**config.mk**
```make
export PLATFORM = sky130hd
export DESIGN_NAME = pixel_fetch
export DESIGN_NICKNAME = d
export VERILOG_FILES = /design/src/rtl/pixel_fetch.sv
export SDC_FILE = /design/constraint.sdc
export NUM_CORES = 1
export LEC_CHECK = 0
export ABC_CLOCK_PERIOD_IN_PS = 3900
export BUFFER_PORTS_ARGS = -buffer_cell sky130_fd_sc_hd__buf_2
export CAP_MARGIN = 25
export CORE_MARGIN = 3
export CORE_UTILIZATION = 49
export DETAILED_ROUTE_END_ITERATION = 10
export GPL_TIMING_DRIVEN = 0
export PLACE_DENSITY = 0.8
export SYNTH_ARGS = -nofsm -noshare
export SYNTH_HDL_FRONTEND = slang
export SYNTH_SLANG_ARGS = --single-unit
```
**constraint.sdc**
```tcl
create_clock -name clk -period 3.9 [get_ports clk]
set_input_delay 0.585 -clock clk [delete_from_list [all_inputs] [get_ports clk]]
set_output_delay 0.585 -clock clk [all_outputs]
set_load 0.03 [all_outputs]
```
**src/rtl/pixel_fetch.sv**
```systemverilog
// Framebuffer pixel fetcher: issues pipelined Avalon-MM word reads for one frame
// and forwards returned pixels into the scanout FIFO, with flow control and restart flush.
module pixel_fetch #(
    parameter logic [23:0] FB_BASE     = 24'h000000,
    parameter int unsigned PIXELS      = 384000,
    parameter int unsigned FIFO_DEPTH  = 512,
    parameter int unsigned MAX_PENDING = 16
) (
    input  logic        clk,
    input  logic        reset_n,
    input  logic        frame_restart,
    output logic        mem_read,
    output logic [23:0] mem_address,
    input  logic        mem_waitrequest,
    input  logic [31:0] mem_readdata,
    input  logic        mem_readdatavalid,
    output logic        fifo_wrreq,
    output logic [23:0] fifo_data,
    input  logic [9:0]  fifo_wrusedw,
    input  logic        fifo_wrfull,
    output logic        fifo_sclr,
    output logic        overflow
);

    localparam int unsigned IDX_W  = 19;
    localparam int unsigned ADDR_W = 24;
    localparam int unsigned PIX_W  = 24;
    localparam int unsigned CMP_W  = 11;
    localparam int unsigned PEND_W = $clog2(MAX_PENDING + 1);

    localparam logic [1:0] S_FLUSH = 2'd0;
    localparam logic [1:0] S_IDLE  = 2'd1;
    localparam logic [1:0] S_FETCH = 2'd2;
    localparam logic [1:0] S_DONE  = 2'd3;

    localparam logic [IDX_W-1:0]  LAST_IDX = IDX_W'(PIXELS - 1);
    localparam logic [PEND_W-1:0] PEND_MAX = PEND_W'(MAX_PENDING);
    localparam logic [CMP_W-1:0]  DEPTH_C  = CMP_W'(FIFO_DEPTH);

    logic [1:0]        state_q,    state_d;
    logic [PEND_W-1:0] pending_q,  pending_d;
    logic [IDX_W-1:0]  idx_q,      idx_d;
    logic              mem_read_q, mem_read_d;
    logic [ADDR_W-1:0] addr_q,     addr_d;
    logic              wrreq_q,    wrreq_d;
    logic [PIX_W-1:0]  data_q,     data_d;
    logic              sclr_q,     sclr_d;
    logic              ovf_q,      ovf_d;

    logic accept_c;
    logic ret_c;
    logic can_issue_c;
    logic unused_rd_hi;

    assign unused_rd_hi = ^mem_readdata[31:24];

    // Next-state, request generation and return datapath
    always_comb begin
        state_d    = state_q;
        pending_d  = pending_q;
        idx_d      = idx_q;
        mem_read_d = mem_read_q;
        wrreq_d    = 1'b0;
        data_d     = data_q;
        ovf_d      = ovf_q;

        accept_c = mem_read_q && !mem_waitrequest;
        ret_c    = mem_readdatavalid && (pending_q != '0);

        if (accept_c && !ret_c) begin
            pending_d = pending_q + PEND_W'(1);
        end else if (!accept_c && ret_c) begin
            pending_d = pending_q - PEND_W'(1);
        end

        case (state_q)
            S_FLUSH: begin
                idx_d = '0;
                if (pending_d == '0) begin
                    state_d = S_IDLE;
                end
            end
            S_IDLE: begin
                idx_d = '0;
                if (!frame_restart) begin
                    state_d = S_FETCH;
                end
            end
            S_FETCH: begin
                if (accept_c) begin
                    idx_d = idx_q + IDX_W'(1);
                    if (idx_q == LAST_IDX) begin
                        state_d = S_DONE;
                    end
                end
                if (frame_restart) begin
                    state_d = S_FLUSH;
                    idx_d   = '0;
                end
            end
            default: begin
                if (frame_restart) begin
                    state_d = S_FLUSH;
                    idx_d   = '0;
                end
            end
        endcase

        // Budget includes this cycle's acceptance/return so pending never exceeds the limit
        can_issue_c = (pending_d < PEND_MAX) &&
                      ((CMP_W'(fifo_wrusedw) + CMP_W'(pending_d)) < DEPTH_C);

        if (state_d != S_FETCH) begin
            mem_read_d = 1'b0;
        end else if (!mem_read_q || accept_c) begin
            mem_read_d = can_issue_c;
        end

        addr_d = FB_BASE + ADDR_W'(idx_d);

        if ((state_q == S_FETCH || state_q == S_DONE) && mem_readdatavalid) begin
            if (fifo_wrfull) begin
                ovf_d = 1'b1;
            end else begin
                wrreq_d = 1'b1;
                data_d  = mem_readdata[PIX_W-1:0];
            end
        end

        if (state_d == S_FLUSH && state_q != S_FLUSH) begin
            ovf_d = 1'b0;
        end

        sclr_d = (state_d == S_FLUSH) || (state_d == S_IDLE);
    end

    always_ff @(posedge clk or negedge reset_n) begin
        if (!reset_n) begin
            state_q    <= S_FLUSH;
            pending_q  <= '0;
            idx_q      <= '0;
            mem_read_q <= 1'b0;
            addr_q     <= FB_BASE;
            wrreq_q    <= 1'b0;
            data_q     <= '0;
            sclr_q     <= 1'b1;
            ovf_q      <= 1'b0;
        end else begin
            state_q    <= state_d;
            pending_q  <= pending_d;
            idx_q      <= idx_d;
            mem_read_q <= mem_read_d;
            addr_q     <= addr_d;
            wrreq_q    <= wrreq_d;
            data_q     <= data_d;
            sclr_q     <= sclr_d;
            ovf_q      <= ovf_d;
        end
    end

    assign mem_read    = mem_read_q;
    assign mem_address = addr_q;
    assign fifo_wrreq  = wrreq_q;
    assign fifo_data   = data_q;
    assign fifo_sclr   = sclr_q;
    assign overflow    = ovf_q;

endmodule

```
==> results.cfg, run 1 <==
[outcome]
status = complete, no violations

[pwr]
netSwitchingFraction_pct = 42.0
pwr-share-seq_pct = 39.5
power_density_nw_per_um2 = 637
p_leak_nw = 1.70
internal-power_mw = 1.22
combPwrFrac_pct = 42.5
ir_worst_vdd_mv = 0.505
netSwitchingPower_uw = 886
p_clk_share_pct = 18.0
p_total_mw = 2.11

[finish]
nNetsFinal = 439
multi_input_area_um2 = 1200
area_delta_synth_final_pct = 24.9
final-seq-area_um2 = 1350
num-fill-cells = 418
drive_above_1_share_pct = 27.3
antenna_cells = 0

[yosys]
syn_inst = 287
synth_top_family_by_area = simple AND/OR/NAND/NOR gates
synthFlopType = dfrtp_1
yosys.area_share.xor_xnor_pct = 6.94
synth_edf_count = 0
syn_area_per_cell_um2 = 9.24
yosysWarnings = 0
synth-simple-area-share_pct = 26.3
synth_compound_area_share_pct = 7.79
synthArstFlopShare_pct = 100
yosysSeqAreaShare_pct = 51.0
synth_cell_types = 47
yosys_register_bits = 54
synthMuxAreaShare_pct = 0.378
synth_fa_ha_area_share_pct = 3.30
synth_area_um2 = 2650

[die]
row_count = 26
core_um2 = 5170
fp.dieH_um = 79.6
io_pins = 100
die_w_um = 79.6
initial_core_util_pct = 51.3
dieArea_um2 = 6330

[cts]
cts_sinks = 54
clock_latency_ps = 300
clk_path_buf_depth = 2
cts_inserted_buffers = 5
clockRootBuffer = clkbuf_8
cts_setup_buffers = 0
ctsResizeCount = 0
holdBufCountCts = 0
clkTransAtPathRegs_ps = 90
htree_num_levels = 2
cts_tree = built

[timing]
grt_setup_unrepaired = false
slew_viol_final = 0
max_slew.worst_pin.slew_ps = 623
finClkSkew_ps = 3.56
fin_crit_sh_pct = 83.8
setup_viol = 0
slew_headroom_pct = 58.2
tns_ps = 0
fmax_mhz = 306
finalCriticalPeriod_ps = 3270
hold_viol = 0

[drt]
drc = 0
via_per_inst = 5.12
first_pass_iters = 4
vias = 2325
drt_iter0_drc = 96
wl_per_cell_um = 13.3
antenna_left = 0
routed_wl_um = 6040

[grt]
grt_first_pass_wirelength_um = 10400
grtUsageTotal_pct = 20.6
antenna_found_initial = 0
grt_pass1_vias = 2327
grt_overflow = 0
grt_start_max_net_pins = 33

[place]
io_buffers = 85
post-dp-hpwl_um = 4570
place_congestion = 0.847

[critical_path]
cp_max_fo = 5
required_ps = 4100
end_kind = flip-flop
worstSetupPathType = flip-flop to flip-flop
startpoint_type = flip-flop
cp.arrival_ps = 3470

[worst_hold_path]
hp-class = input pin to async pin

[job]
drv_cap = 0
[cell usage in the layout (no fill, tap or decap), types with 2 or more instances in the layout]
master	n
buf_4	5
clkbuf_8	6
buf_2	85
nor2_1	23
o21ai_0	5
nor2b_1	2
dfrtp_1	53
nand2_1	83
and3_1	3
nand3_1	11
nor3_1	4
or3_1	2
a21oi_1	8
inv_1	6
nand4_1	10
nor3b_1	2
a211oi_1	3
clkbuf_1	8
ha_1	7
conb_1	5
xnor2_1	4
a31oi_1	2
nand2b_1	2
nor4_1	2
xor2_1	17
[power by group through the flow]
| stage | clock network (mW) | registers, mW | logic (mW) |
|---|---|---|---|
| finish | 0.380 | 0.833 | 0.896 |
| detailed placement | 0 | 0.834 | 0.903 |
| floorplan | 0 | 1.10 | 0.360 |
| global placement | 0 | 0.833 | 0.870 |
| global route | 0.418 | 0.856 | 0.978 |
| CTS | 0.387 | 0.833 | 0.901 |
[flip-flops by register name (all words and copies together) (netlist names)]
name         cells
fifo_data       24
mem_read         1
overflow         1
mem_address     19
state_q          2
fifo_wrreq       1
pending_q        5
fifo_sclr        1
[layer usage]
metal	global-route usage [%]	vias to the layer above	wire length, µm
met4	6.01	0	121
met1	26.5	1081	2580
met3	5.42	12	488
met2	34.3	91	2850
met5	0	-	0
li1	-	1141	-
[cells in the mapped netlist, types with 3 or more instances]
cell / n / area share (%)
nand2_1: 83 / 12
dfrtp_1: 53 / 50
nor2_1: 23 / 3.3
xor2_1: 17 / 5.6
nand3_1: 11 / 2.1
nand4_1: 10 / 2.4
a21oi_1: 8 / 1.5
clkbuf_1: 8 / 1.1
ha_1: 7 / 3.3
inv_1: 6 / 0.85
buf_4: 5 / 1.4
o21ai_0: 5 / 0.94
nor3_1: 4 / 0.76
xnor2_1: 4 / 1.3
a211oi_1: 3 / 0.85
and3_1: 3 / 0.71
[final timing paths]
kind	slack (ps)	from	cells after the start	end
min in group clk	470	mem_readdata[22]	3	fifo_data[22]$_DFFE_PN0P_
hold reg to reg	480	fifo_data[18]$_DFFE_PN0P_	2	fifo_data[18]$_DFFE_PN0P_
setup reg to reg	630	pending_q[0]$_DFF_PN0_	12	mem_read$_DFFE_PN0P_
max in group asynchronous	3090	reset_n	2	fifo_data[14]$_DFFE_PN0P_
setup / recovery	630	pending_q[0]$_DFF_PN0_	12	mem_read$_DFFE_PN0P_
hold / removal	260	reset_n	1	mem_address[2]$_DFFE_PN0P_
[cell families after synthesis]
kind of cell / Yosys count
compound gates: 28
xor+xnor: 21
fa+ha+maj: 7
buf+inv: 22
flops: 54
mux: 1
other cells: 1
simple gates: 153
[critical path, stage by stage, from the launching register on]
cell	delay, ps
dfrtp_1	430
inv_1	170
ha_1	230
or4b_4	530
a21oi_1	210
a22oi_1	130
xnor2_1	340
ha_1	330
a21o_1	200
nand3_1	90
a21oi_1	60
o31a_1	240
a211oi_1	220
[through the flow]
stage / setup slack [ps] / util (%) / area [µm²] / std cells / hold slack (ps)
6_report: 631 / 64.0 / 3310 / 454 / 259
5_1_grt: 400 / 64.0 / 3310 / 454 / 277
4_1_cts: 634 / 64.0 / 3310 / 454 / 270
3_5_place_dp: 767 / 61.9 / 3200 / 447 / 457
3_3_place_gp: 806 / 61.5 / 3180 / 446 / 454
2_1_floorplan: 1080 / - / 2670 / 291 / 289
[layout make-up]
type	instances	area share (%)
tap	70	2.64
clock inverter	1	0.907
buffer	15	2.49
clock buffer	6	2.49
sequential	54	40.8
multi-input combinational	215	36.4
timing repair buffer	86	13.4
inverter	7	0.793
Power figures use the tool's default switching activity.
==> run 2: changes to the inputs <==
Settings changed: ABC_AREA set to 1, ABC_CLOCK_PERIOD_IN_PS 3900 to 3100, CORE_UTILIZATION 49 to 51, PLACE_DENSITY 0.8 to 0.81.
Clock period 3.9 ns to 3.1 ns, I/O delays scaled along.
==> results.cfg, run 2 <==
[cts]
holdBufCountCts = 0
cts_tree = built
cts_setup_buffers = 0
clkTransAtPathRegs_ps = 100
clock_latency_ps = 310
clockRootBuffer = clkbuf_8
clk_path_buf_depth = 2
cts_inserted_buffers = 5
cts_sinks = 54
htree_num_levels = 2
ctsResizeCount = 0

[finish]
area_delta_synth_final_pct = 21.8
drive_above_1_share_pct = 31.2
nNetsFinal = 516
antenna_cells = 0
final_common_cell = nand2_1
final_cells = 534
largest_reg_flops = 24
mostFrequentLayoutCells = nand2_1 (136), buf_2 (88), dfrtp_1 (53)
design_area_um2 = 3610

[yosys]
yosysSeqAreaShare_pct = 45.6
synth.area.top_cells = dfrtp_1 (45%), nand2_1 (17%), inv_1 (3.0%), nor2_1 (3.0%), ha_1 (3.0%)
synth_top_area_share_pct = 44.7
syn_area_per_cell_um2 = 8.17
synthFlopType = dfrtp_1
synth_edf_count = 0
synth_top_area_cell = dfrtp_1
synth_area_um2 = 2960
synth_most_common_cell = nand2_1
syn_inst = 363
synth_cell_types = 40
synth_commonest_cells = nand2_1 (136), dfrtp_1 (53), inv_1 (24), nor2_1 (24), nand3_1 (15)
yosys_register_bits = 54
yosysWarnings = 0
synthArstFlopShare_pct = 100

[timing]
fmax_mhz = 402
grt_setup_unrepaired = false
setup_ws_ps = 615
finalCriticalPeriod_ps = 2490
setup_viol = 0
slew_headroom_pct = 60.6
max_slew.worst_pin.slew_ps = 588
hold_viol = 0
tns_ps = 0
finClkSkew_ps = 12.0
slew_viol_final = 0
fin_crit_sh_pct = 80.2

[critical_path]
crit_buf_inv = 3
max_stage_delay_ps = 440
path_cells = inv_1 > ha_1 > nand3_4 > nand2_2 > nand2_4 > clkinv_2 > nand2_2 > nand2_1 > inv_2 > ha_1 > nand2_1 > nor3_1 > nand4_1 > nand3_1 > nand2_1 > nand2_1 > nor2_2
cp_max_fo = 9
crit_slowest_cell = dfrtp_1
cp.arrival_ps = 2690
required_ps = 3310
worstSetupPathType = flip-flop to flip-flop
path_delay_family = simple AND/OR/NAND/NOR gates
end_kind = flip-flop
startpoint_type = flip-flop
crit_top_cell = nand2_1

[drt]
drt_iter0_drc = 87
routed_wl_um = 6300
via_per_inst = 4.86
vias = 2594
antenna_left = 0
drc = 0
wl_per_cell_um = 11.8
first_pass_iters = 4

[die]
die_w_um = 82.2
initial_core_util_pct = 53.2
dieArea_um2 = 6760
row_count = 27
io_pins = 100
fp.dieH_um = 82.2
core_um2 = 5570

[pwr]
p_leak_nw = 2.00
p_total_mw = 2.58
ir_worst_vdd_mv = 0.544
power_density_nw_per_um2 = 713

[place]
post-dp-hpwl_um = 5050
io_buffers = 86
place_congestion = 0.794
placed_cells = 526
placed_area_um2 = 3520
post-place-ws_ps = 619

[grt]
grtUsageTotal_pct = 19.5
antenna_found_initial = 0
grt_first_pass_wirelength_um = 10300
grt_pass1_vias = 2307
grt_overflow = 0
grt_start_max_net_pins = 31

[job]
drv_cap = 0

[outcome]
status = complete, no violations

[worst_hold_path]
hp-class = input pin to async pin
==> run 2: stage by stage <==
stage                     hold slack [ps]  utilization (%)
after global placement                449             62.8
final                                 148             64.8
after floorplan                       169                -
after CTS                             156             64.8
after detailed placement              454             63.1
after global routing                  184             64.8
==> run 2: worst paths after layout <==
kind	start	end	slack [ps]	depth (start not counted)
hold / removal	reset_n	mem_address[10]$_DFFE_PN0P_	150	1
hold reg to reg	fifo_data[8]$_DFFE_PN0P_	fifo_data[8]$_DFFE_PN0P_	470	2
setup reg to reg	pending_q[0]$_DFF_PN0_	mem_read$_DFFE_PN0P_	610	17
min in group clk	mem_readdata[20]	fifo_data[20]$_DFFE_PN0P_	340	3
max in group asynchronous	reset_n	fifo_sclr$_DFF_PN1_	2340	2
setup / recovery	pending_q[0]$_DFF_PN0_	mem_read$_DFFE_PN0P_	610	17
==> run 2: layer usage <==
layer / vias up / routed length [µm] / track usage (%)
li1: 1349 / - / -
met5: - / 0 / 0
met2: 68 / 3000 / 33.3
met4: 0 / 42 / 4.98
met1: 1173 / 2820 / 24.9
met3: 4 / 435 / 4.34
==> run 2: worst reg2reg max path, stage by stage (launching register included) <==
cell and delay, ps:
dfrtp_1 440, inv_1 150, ha_1 280, nand3_4 120, nand2_2 90, nand2_4 80
clkinv_2 80, nand2_2 60, nand2_1 80, inv_2 60, ha_1 290, nand2_1 70
nor3_1 240, nand4_1 130, nand3_1 80, nand2_1 50, nand2_1 60, nor2_2 40
==> run 2: cell families (layout without fill, tap and decap cells) <==
group           Yosys count  after routing  share of synthesized area, %
simple gates            222            222                          36.9
flops                    54             54                          45.6
buf+inv                  44            139                          6.84
compound gates           28             28                          5.53
fa+ha+maj                 7              7                          2.95
xor+xnor                  7              7                          2.07
other cells               1              5                         0.127
==> run 2: where the power goes <==
part | switching, mW | internal, mW | leakage [nW]
Clock | 0.239 | 0.164 | 0.0489
Sequential | 0.123 | 0.899 | 0.706
Combinational | 0.785 | 0.366 | 1.25
Total | 1.15 | 1.43 | 2.00
==> run 2: cell type report <==
cell class              instances  area, µm²
fillers                       499       1960
multi-input cells             269       1420
flip-flops and latches         54       1350
repair buffers                 87        450
inverters                      33        125
well taps                      72       90.1
plain buffers                  11       77.6
clock buffers                   5       68.8
clock inverters                 3       22.5
